## src/rtl/clint_timer.sv

```systemverilog
// Core-local interruptor: 64-bit mtime/mtimecmp plus msip on a valid/ready slave with one-cycle responses.
// Define CLINT_PRESCALE_EN to tick mtime every TIMEBASE_DIV clocks instead of every clock.
module clint_timer #(
  parameter int unsigned TIMEBASE_DIV = 10
) (
  input  logic        clk,
  input  logic        rst_n,
  input  logic        req_valid,
  output logic        req_ready,
  input  logic        req_we,
  input  logic [15:0] req_addr,
  input  logic [31:0] req_wdata,
  input  logic [3:0]  req_be,
  output logic        rsp_valid,
  output logic [31:0] rsp_rdata,
  output logic        rsp_err,
  output logic        timer_irq,
  output logic        soft_irq,
  output logic [63:0] mtime
);

  localparam logic [13:0] A_MSIP    = 14'h0000;
  localparam logic [13:0] A_CMP_LO  = 14'h1000;
  localparam logic [13:0] A_CMP_HI  = 14'h1001;
  localparam logic [13:0] A_TIME_LO = 14'h2FFE;
  localparam logic [13:0] A_TIME_HI = 14'h2FFF;

  logic        req_ready_q;
  logic        rsp_valid_q, rsp_valid_d;
  logic [31:0] rsp_rdata_q, rsp_rdata_d;
  logic        rsp_err_q, rsp_err_d;
  logic [63:0] mtime_q, mtime_d;
  logic [63:0] mtimecmp_q, mtimecmp_d;
  logic        msip_q, msip_d;
  logic        timer_irq_q;
  logic        tick;

  logic [13:0] word;
  logic        accept, wr, hit;
  logic        sel_msip, sel_cmp_lo, sel_cmp_hi, sel_time_lo, sel_time_hi;
  logic [31:0] rd_word;
  logic        unused_addr_bits;

  assign word             = req_addr[15:2];
  assign unused_addr_bits = ^req_addr[1:0];
  assign accept           = req_valid && req_ready_q;
  assign wr               = accept && req_we;

  assign sel_msip    = (word == A_MSIP);
  assign sel_cmp_lo  = (word == A_CMP_LO);
  assign sel_cmp_hi  = (word == A_CMP_HI);
  assign sel_time_lo = (word == A_TIME_LO);
  assign sel_time_hi = (word == A_TIME_HI);
  assign hit         = sel_msip | sel_cmp_lo | sel_cmp_hi | sel_time_lo | sel_time_hi;

  function automatic logic [31:0] merge_be(input logic [31:0] old_v,
                                           input logic [31:0] new_v,
                                           input logic [3:0]  be);
    logic [31:0] res;
    res = old_v;
    for (int b = 0; b < 4; b++) begin
      if (be[b]) res[8*b +: 8] = new_v[8*b +: 8];
    end
    return res;
  endfunction

`ifdef CLINT_PRESCALE_EN
  localparam int unsigned   PW      = (TIMEBASE_DIV > 1) ? $clog2(TIMEBASE_DIV) : 1;
  localparam logic [PW-1:0] PS_LAST = PW'(TIMEBASE_DIV - 1);

  logic [PW-1:0] ps_q, ps_d;

  assign tick = (ps_q == PS_LAST);
  assign ps_d = tick ? '0 : ps_q + 1'b1;

  always_ff @(posedge clk or negedge rst_n) begin
    if (!rst_n) ps_q <= '0;
    else        ps_q <= ps_d;
  end
`else
  // Every clock is a tick; an illegal zero divider parks the counter instead.
  assign tick = (TIMEBASE_DIV >= 1);
`endif

  // Reads see start-of-cycle values, so an mtime read in a tick cycle is pre-increment.
  always_comb begin
    rd_word = '0;
    if (sel_msip)         rd_word = {31'd0, msip_q};
    else if (sel_cmp_lo)  rd_word = mtimecmp_q[31:0];
    else if (sel_cmp_hi)  rd_word = mtimecmp_q[63:32];
    else if (sel_time_lo) rd_word = mtime_q[31:0];
    else if (sel_time_hi) rd_word = mtime_q[63:32];
  end

  assign rsp_valid_d = accept;
  assign rsp_err_d   = accept && !hit;
  assign rsp_rdata_d = (accept && !req_we) ? rd_word : 32'd0;

  // A bus write to either mtime half suppresses that cycle's tick for the whole counter.
  always_comb begin
    mtime_d = mtime_q;
    if (wr && (sel_time_lo || sel_time_hi)) begin
      if (sel_time_lo) mtime_d[31:0]  = merge_be(mtime_q[31:0],  req_wdata, req_be);
      if (sel_time_hi) mtime_d[63:32] = merge_be(mtime_q[63:32], req_wdata, req_be);
    end else if (tick) begin
      mtime_d = mtime_q + 64'd1;
    end
  end

  always_comb begin
    mtimecmp_d = mtimecmp_q;
    if (wr && sel_cmp_lo) mtimecmp_d[31:0]  = merge_be(mtimecmp_q[31:0],  req_wdata, req_be);
    if (wr && sel_cmp_hi) mtimecmp_d[63:32] = merge_be(mtimecmp_q[63:32], req_wdata, req_be);
  end

  assign msip_d = (wr && sel_msip && req_be[0]) ? req_wdata[0] : msip_q;

  always_ff @(posedge clk or negedge rst_n) begin
    if (!rst_n) begin
      req_ready_q <= 1'b0;
      rsp_valid_q <= 1'b0;
      rsp_rdata_q <= '0;
      rsp_err_q   <= 1'b0;
      mtime_q     <= '0;
      mtimecmp_q  <= '1;
      msip_q      <= 1'b0;
      timer_irq_q <= 1'b0;
    end else begin
      req_ready_q <= 1'b1;
      rsp_valid_q <= rsp_valid_d;
      rsp_rdata_q <= rsp_rdata_d;
      rsp_err_q   <= rsp_err_d;
      mtime_q     <= mtime_d;
      mtimecmp_q  <= mtimecmp_d;
      msip_q      <= msip_d;
      timer_irq_q <= (mtime_q >= mtimecmp_q);
    end
  end

  assign req_ready = req_ready_q;
  assign rsp_valid = rsp_valid_q;
  assign rsp_rdata = rsp_rdata_q;
  assign rsp_err   = rsp_err_q;
  assign timer_irq = timer_irq_q;
  assign soft_irq  = msip_q;
  assign mtime     = mtime_q;

endmodule

```

## config.mk

```make
export PLATFORM = sky130hd
export DESIGN_NAME = clint_timer
export DESIGN_NICKNAME = d
export VERILOG_FILES = /design/src/rtl/clint_timer.sv
export SDC_FILE = /design/constraint.sdc
export NUM_CORES = 1
export LEC_CHECK = 0
export BUFFER_PORTS_ARGS = -buffer_cell sky130_fd_sc_hd__buf_2
export CAP_MARGIN = 20
export CORE_ASPECT_RATIO = 2
export CORE_UTILIZATION = 40
export CTS_CLUSTER_DIAMETER = 200
export DETAILED_ROUTE_END_ITERATION = 10
export REMOVE_ABC_BUFFERS = 1
export SLEW_MARGIN = 5
export SYNTH_ARGS = -nofsm -noshare
export SYNTH_HDL_FRONTEND = slang
export SYNTH_SLANG_ARGS = --single-unit
```

## constraint.sdc

```tcl
create_clock -name clk -period 2.9 [get_ports clk]
set_input_delay 0.58 -clock clk [delete_from_list [all_inputs] [get_ports clk]]
set_output_delay 0.58 -clock clk [all_outputs]
set_load 0.005 [all_outputs]
```

==> summary.txt, run 1 <==
Layout
  • Fill count: 2,467
  • Final cell count without fillers: 1,727
  • Most frequent cells in the layout: buf_2 (153), nand2_1 (128), nor2_1 (117)
  • Share of cells above drive strength 1: 28.6%
  • Synth-to-layout area growth: 24.4%
  • Final instance area: 0.0125 mm^2
  • Commonest non-fill, non-tap cell in the layout: buf_2
  • Post-layout nets: 1,502

Synth
  • Mapped Area: 0.0101 mm^2
  • Top FF cell, synth: dfrtp_1
  • Post-synthesis sequential area ratio: 41.8%
  • Cells after Synth: 1,152
  • Top cell type's share of synthesized area: 25.1%
  • Xor/xnor share of the synthesized area: 0%
  • Post-synth EDFFs: 0
  • #FFs+latches synth: 165
  • Top cells by area, synth: dfrtp_1 (25%), dfstp_2 (17%), ha_1 (8.1%)
  • Synth Area in Adders: 8.08%
  • Compound-Gate Fraction of Synth Area: 18.4%
  • YS warnings: 0
  • Post-synthesis simple-gate area fraction: 20.2%
  • Multiplexer share of the synthesized area: 6.40%
  • Synthesized area per cell: 8.74 um^2
  • Main combinational cell family by area after synthesis: simple AND/OR/NAND/NOR gates
  • Cell variety after synth: 65
  • Synth area leader: dfrtp_1
  • Ys async rst share: 100%

STA
  • Final period util: 95.1%
  • RSZ-0062 raised after global routing: false
  • Hold Worst Slack: 44.0 ps
  • Max Slew Vio Count: 0
  • Final setup viols: 0
  • Fin crit period: 2760 ps
  • Fin. Hold Viols: 0
  • Worst-Margin Slew: 723 ps
  • Slew HR: 51.8%
  • Layout Skew: 8.56 ps
  • F_max: 363 MHz

Clock network
  • H-tree depth: 4
  • Clock Sinks: 165
  • Clock Latency Late Sink: 460 ps
  • CTS buffer count: 17
  • Setup repair bufs after CTS: 0
  • Longest Clk Path Bufs: 2
  • CTS root buf: clkbuf_16
  • CTS tree: yes
  • CTS clk-pin slew, worst paths: 60 ps

GRT
  • GR Overflow Total: 0
  • Vias in the first global route: 10.0k
  • Tot GR Track Use: 29.3%
  • Antenna violations before repair: 0
  • Largest net degree at the start of global routing: 59
  • Global-route wire length before repair: 56,100 um

Die
  • Die Span Y: 226 um
  • Core Region: 0.0245 mm^2
  • Die ar.: 0.0258 mm^2
  • Die W: 114 um
  • Std-Cell Rows: 81
  • Initial Util: 41.0%
  • I/O pins: 157

Routing
  • Starting DRT DRC Count: 657
  • Post-DR wirelength/cell: 21.1 um
  • WL final: 36,500 um
  • Antenna-violating nets left: 0
  • # DRC: 0
  • Routed vias/inst: 5.76
  • Vias: 9,955
  • Drt first pass iters: 5

Place
  • Placed wire-length estimate: 27,800 um
  • Final GP Congestion: 0.897
  • Cell Area, Placed: 0.0119 mm^2
  • Port Buffer Count: 154
  • Dpl cells: 1,694

Flow run
  • Max Cap Viol: 0

Run status
  • Status: completed

Setup path
  • Reg2Reg Depth: 10
  • Crit end category: flip-flop
  • Worst EP required: 3280 ps
  • CP Launch Type: flip-flop
  • Worst EP arrival: 3140 ps
  • Worst-path fanout max: 3
  • Critical path class: reg -> reg

Pwr
  • Pwr dens: 410 mW/mm^2
  • Post-layout power: 5.14 mW
  • Static Leak: 5.87 nW
  • Max VDD drop: 0.361 mV

Worst hold path
  • Worst hold-check path type: in -> async
## cells by family (layout without fill, tap and decap cells)
group	after synthesis	count (layout)
flops	165	165
fa+ha+maj	65	65
simple gates	429	429
other cells	1	2
buf+inv	132	374
mux	61	61
compound gates	299	299
## sequential cells by signal, indices dropped and copies added (netlist names)
signal and count:
mtime 64, mtimecmp_q 64, req_ready 1, rsp_err 1
rsp_rdata 32, rsp_valid 1, soft_irq 1, timer_irq 1
## what timing repair did
item                                    4_1_cts  5_1_grt
gates resized for setup                       0        1
endpoints found under the setup margin        0        1
hold buffers                                  0        0
## synth_stat cells (6+ instances only)
cell type and count:
dfstp_2 64, o21ai_0 71, and3_1 26, nor4_1 12, o41ai_1 6, nor3_1 29, o21a_1 6, ha_1 65
clkbuf_1 41, nand2_1 129, a21oi_1 116, nand4_1 33, or3_1 7, nand3_1 38, a21o_1 6, a211oi_1 23
a311oi_1 11, inv_1 78, dfrtp_1 101, mux2_2 26, nor2_1 121, a31oi_1 6, mux2i_1 34, o31ai_1 8
and4_1 7
## critical path, stage by stage, from the launching register on
cell,delay (ps)
dfstp_2,540
inv_1,60
ha_1,290
nand4_1,270
nor4_1,380
buf_4,200
a21boi_0,200
nor4b_1,290
buf_4,200
o31ai_1,120
nand4_1,140
## metrics by stage
step | setup WS, ps | setup TNS [ps] | utilization, %
2_1_floorplan | -934 | -55490 | -
3_3_place_gp | 76.6 | 0 | 48.6
3_5_place_dp | 96.8 | 0 | 48.6
4_1_cts | 176 | 0 | 51.0
5_1_grt | 67.8 | 0 | 51.1
6_report | 142 | 0 | 51.1
## routing by layer
metal	global-route usage, %	share of wire [%]	vias to the layer above
li1	-	-	4639
met1	32.5	37	4843
met2	52.2	53	365
met3	4.57	4.6	108
met4	17.5	5.3	0
met5	0	0	-
## power breakdown
group	leakage (nW)	switching, mW	total (mW)	internal [mW]
Clock	0.289	0.975	2.32	1.35
Sequential	1.88	0.0308	2.37	2.34
Combinational	3.70	0.283	0.448	0.165
## worst paths after layout
kind                                              endpoint                        from  slack, ps
max in group asynchronous       mtimecmp_q[35]$_DFFE_PN1P_                       rst_n       2100
worst max register to register         timer_irq$_DFF_PN0_  mtimecmp_q[29]$_DFFE_PN1P_        140
worst min-delay path               rsp_rdata[10]$_DFF_PN0_                       rst_n         40
worst max-delay path                   timer_irq$_DFF_PN0_  mtimecmp_q[29]$_DFFE_PN1P_        140
min in group clk                    rsp_rdata[0]$_DFF_PN0_                      req_we        320
worst min register to register  mtimecmp_q[54]$_DFFE_PN1P_  mtimecmp_q[54]$_DFFE_PN1P_        500
## cell type report
type                       instances  area (um^2)  share of cell area [%]
inverter                          78          293                    2.34
timing repair buffer             264         1650                    13.2
antenna                            1         2.50                  0.0200
clock buffer                      25          528                    4.22
clock inverter                     7         65.1                   0.520
sequential                       165         4210                    33.6
multi-input combinational        855         5360                    42.8
tap                              332          415                    3.32
Power figures use the tool's default switching activity.
==> run 2, diff against run 1 <==
--- a/config.mk
+++ b/config.mk
@@ -11,6 +11,8 @@
 export CORE_UTILIZATION = 40
 export CTS_CLUSTER_DIAMETER = 200
 export DETAILED_ROUTE_END_ITERATION = 10
+export PLACE_DENSITY = 0.67
+export RECOVER_POWER = 100
 export REMOVE_ABC_BUFFERS = 1
 export SLEW_MARGIN = 5
 export SYNTH_ARGS = -nofsm -noshare
==> run 2 against run 1 <==
- the flow now finishes with violations (max-capacitance violations, max-slew violations)
- clock power rose by 4%
- maximum frequency fell by 0.57%
- hold slack improved by 280 ps
- clock skew rose by 4.5 ps
- global-route usage fell by 0.48 points
- die area did not move
- largest power group is now the clock network
==> summary.txt, run 2 (synthesis results as in run 1) <==
Run status
  • Status: complete, but fails checks
  • Violated checks: max-capacitance violations, max-slew violations

STA
  • F_max: 361 MHz
  • Fin. Hold Viols: 0
  • Worst-Margin Slew: 2450 ps
  • Layout Skew: 13.1 ps
  • Max Slew Vio Count: 46
  • Final period util: 95.6%
  • Setup WS post-layout: 126 ps
  • Slew HR: -63.6%
  • Fin crit period: 2770 ps
  • Setup TNS: 0 ps
  • Final setup viols: 0
  • RSZ-0062 raised after global routing: false

Clock network
  • Post-CTS sizing: 0
  • CTS clk-pin slew, worst paths: 70 ps
  • CTS tree: yes
  • CTS root buf: clkbuf_16
  • H-tree depth: 4
  • Post-CTS Hold Buffers: 0
  • CTS buffer count: 17
  • Setup repair bufs after CTS: 0
  • Clock Latency Late Sink: 460 ps
  • Clock Sinks: 165
  • Longest Clk Path Bufs: 2

Setup path
  • Worst R2R Setup Slack: 130 ps
  • CP startpoint: mtime[5]$_DFFE_PN0P_
  • CP Launch Type: flip-flop
  • Worst EP arrival: 3060 ps
  • Crit path depth: 7
  • Top cell family by delay on the critical path: compound AO/OA/AOI/OAI gates
  • Delay of the slowest critical-path stage: 580 ps
  • Crit end category: flip-flop
  • Cells along the critical path: clkbuf_1 -> ha_1 -> and3_1 -> a221oi_1 -> nor2b_1 -> o31ai_1 -> nand4_1
  • Worst EP required: 3190 ps
  • CP Capture Point: timer_irq$_DFF_PN0_
  • R2R Path Start: mtime[5]$_DFFE_PN0P_
  • Critical path class: reg -> reg
  • Slowest CP cell: a221oi_1
  • Reg2Reg Depth: 7
  • Worst-path fanout max: 9
  • Worst reg2reg endpoint: timer_irq$_DFF_PN0_
  • CP Buf/Inv Count: 1

Layout
  • Commonest non-fill, non-tap cell in the layout: nand2_1
  • Share of cells above drive strength 1: 21.5%
  • Post-layout nets: 1,496
  • Most frequent cells in the layout: nand2_1 (129), buf_2 (122), nor2_1 (121)
  • Final cell count without fillers: 1,721
  • Fill count: 2,513
  • Final Util: 49.7%
  • Synth-to-layout area growth: 21.1%

Place
  • Dpl cells: 1,688
  • Setup WS pre-CTS: 52.5 ps
  • Placed wire-length estimate: 27,300 um
  • Final GP Congestion: 0.941
  • Port Buffer Count: 154

Pwr
  • Static Leak: 5.51 nW
  • Pwr dens: 427 mW/mm^2
  • Max VDD drop: 0.328 mV

Die
  • Die W: 114 um
  • Die Span Y: 226 um
  • Die ar.: 0.0258 mm^2
  • I/O pins: 157
  • Initial Util: 41.0%
  • Core Region: 0.0245 mm^2
  • Std-Cell Rows: 81

Routing
  • # DRC: 0
  • Drt first pass iters: 6
  • Vias: 9,958
  • Routed vias/inst: 5.79
  • WL final: 35,900 um
  • Antenna-violating nets left: 0
  • Post-DR wirelength/cell: 20.9 um
  • Starting DRT DRC Count: 656

GRT
  • Global-route wire length before repair: 55,900 um
  • Tot GR Track Use: 28.8%
  • GR Overflow Total: 0
  • Vias in the first global route: 10.1k
  • Largest net degree at the start of global routing: 64
  • Antenna violations before repair: 0

Worst hold path
  • Worst hold-check path type: in -> reg

Flow run
  • Max Cap Viol: 1
[run 2: cell types whose count changed in the layout (fill, tap and decap cells not counted), sizes merged]
cell,delta
inv,+3
clkinv,+1
clkdlybuf4s25,+1
clkbuf,+92
clkinvlp,+1
bufinv,+2
buf,-106
[run 2: power breakdown]
group	internal [mW]	switching [mW]	leakage (nW)	total [mW]
Sequential	2.34	0.0417	1.88	2.38
Combinational	0.137	0.266	3.33	0.403
Clock	1.38	1.04	0.293	2.42
[run 2: through the flow]
stage / power (mW) / cell area [um^2] / hold WS [ps]
floorplan: 2.55 / 9840 / 284
global placement: 2.84 / 11900 / 475
detailed placement: 2.85 / 11900 / 495
CTS: 5.26 / 12500 / 71.6
global route: 5.35 / 12200 / 319
finish: 5.20 / 12200 / 322
[run 2: area by class of cell]
type	count	area [um^2]	share of cell area, %
well taps	332	415	3.41
flip-flops and latches	165	4210	34.5
diodes	1	2.50	0.0205
clock inverters	14	175	1.44
repair buffers	258	1310	10.7
inverters	78	293	2.40
multi-input cells	855	5350	43.9
clock buffers	18	439	3.60
[run 2: worst min path at each step]
stage | from | endpoint | cells after the start
detailed placement | mtimecmp_q[34]$_DFFE_PN1P_ | rsp_rdata[2]$_DFF_PN0_ | 2
global placement | mtimecmp_q[54]$_DFFE_PN1P_ | mtimecmp_q[54]$_DFFE_PN1P_ | 2
CTS | rst_n | mtime[12]$_DFFE_PN0P_ | 1
floorplan | rst_n | mtime[0]$_DFFE_PN0P_ | 0
global route | req_we | rsp_rdata[0]$_DFF_PN0_ | 2
finish | req_we | rsp_rdata[0]$_DFF_PN0_ | 2
[run 2: routing by layer]
metal	global-route usage [%]	vias up	routed length [um]
li1	-	4617	-
met1	31.4	4817	12800
met2	51.5	400	19200
met3	5.13	124	1960
met4	17.3	0	2010
met5	0	-	0
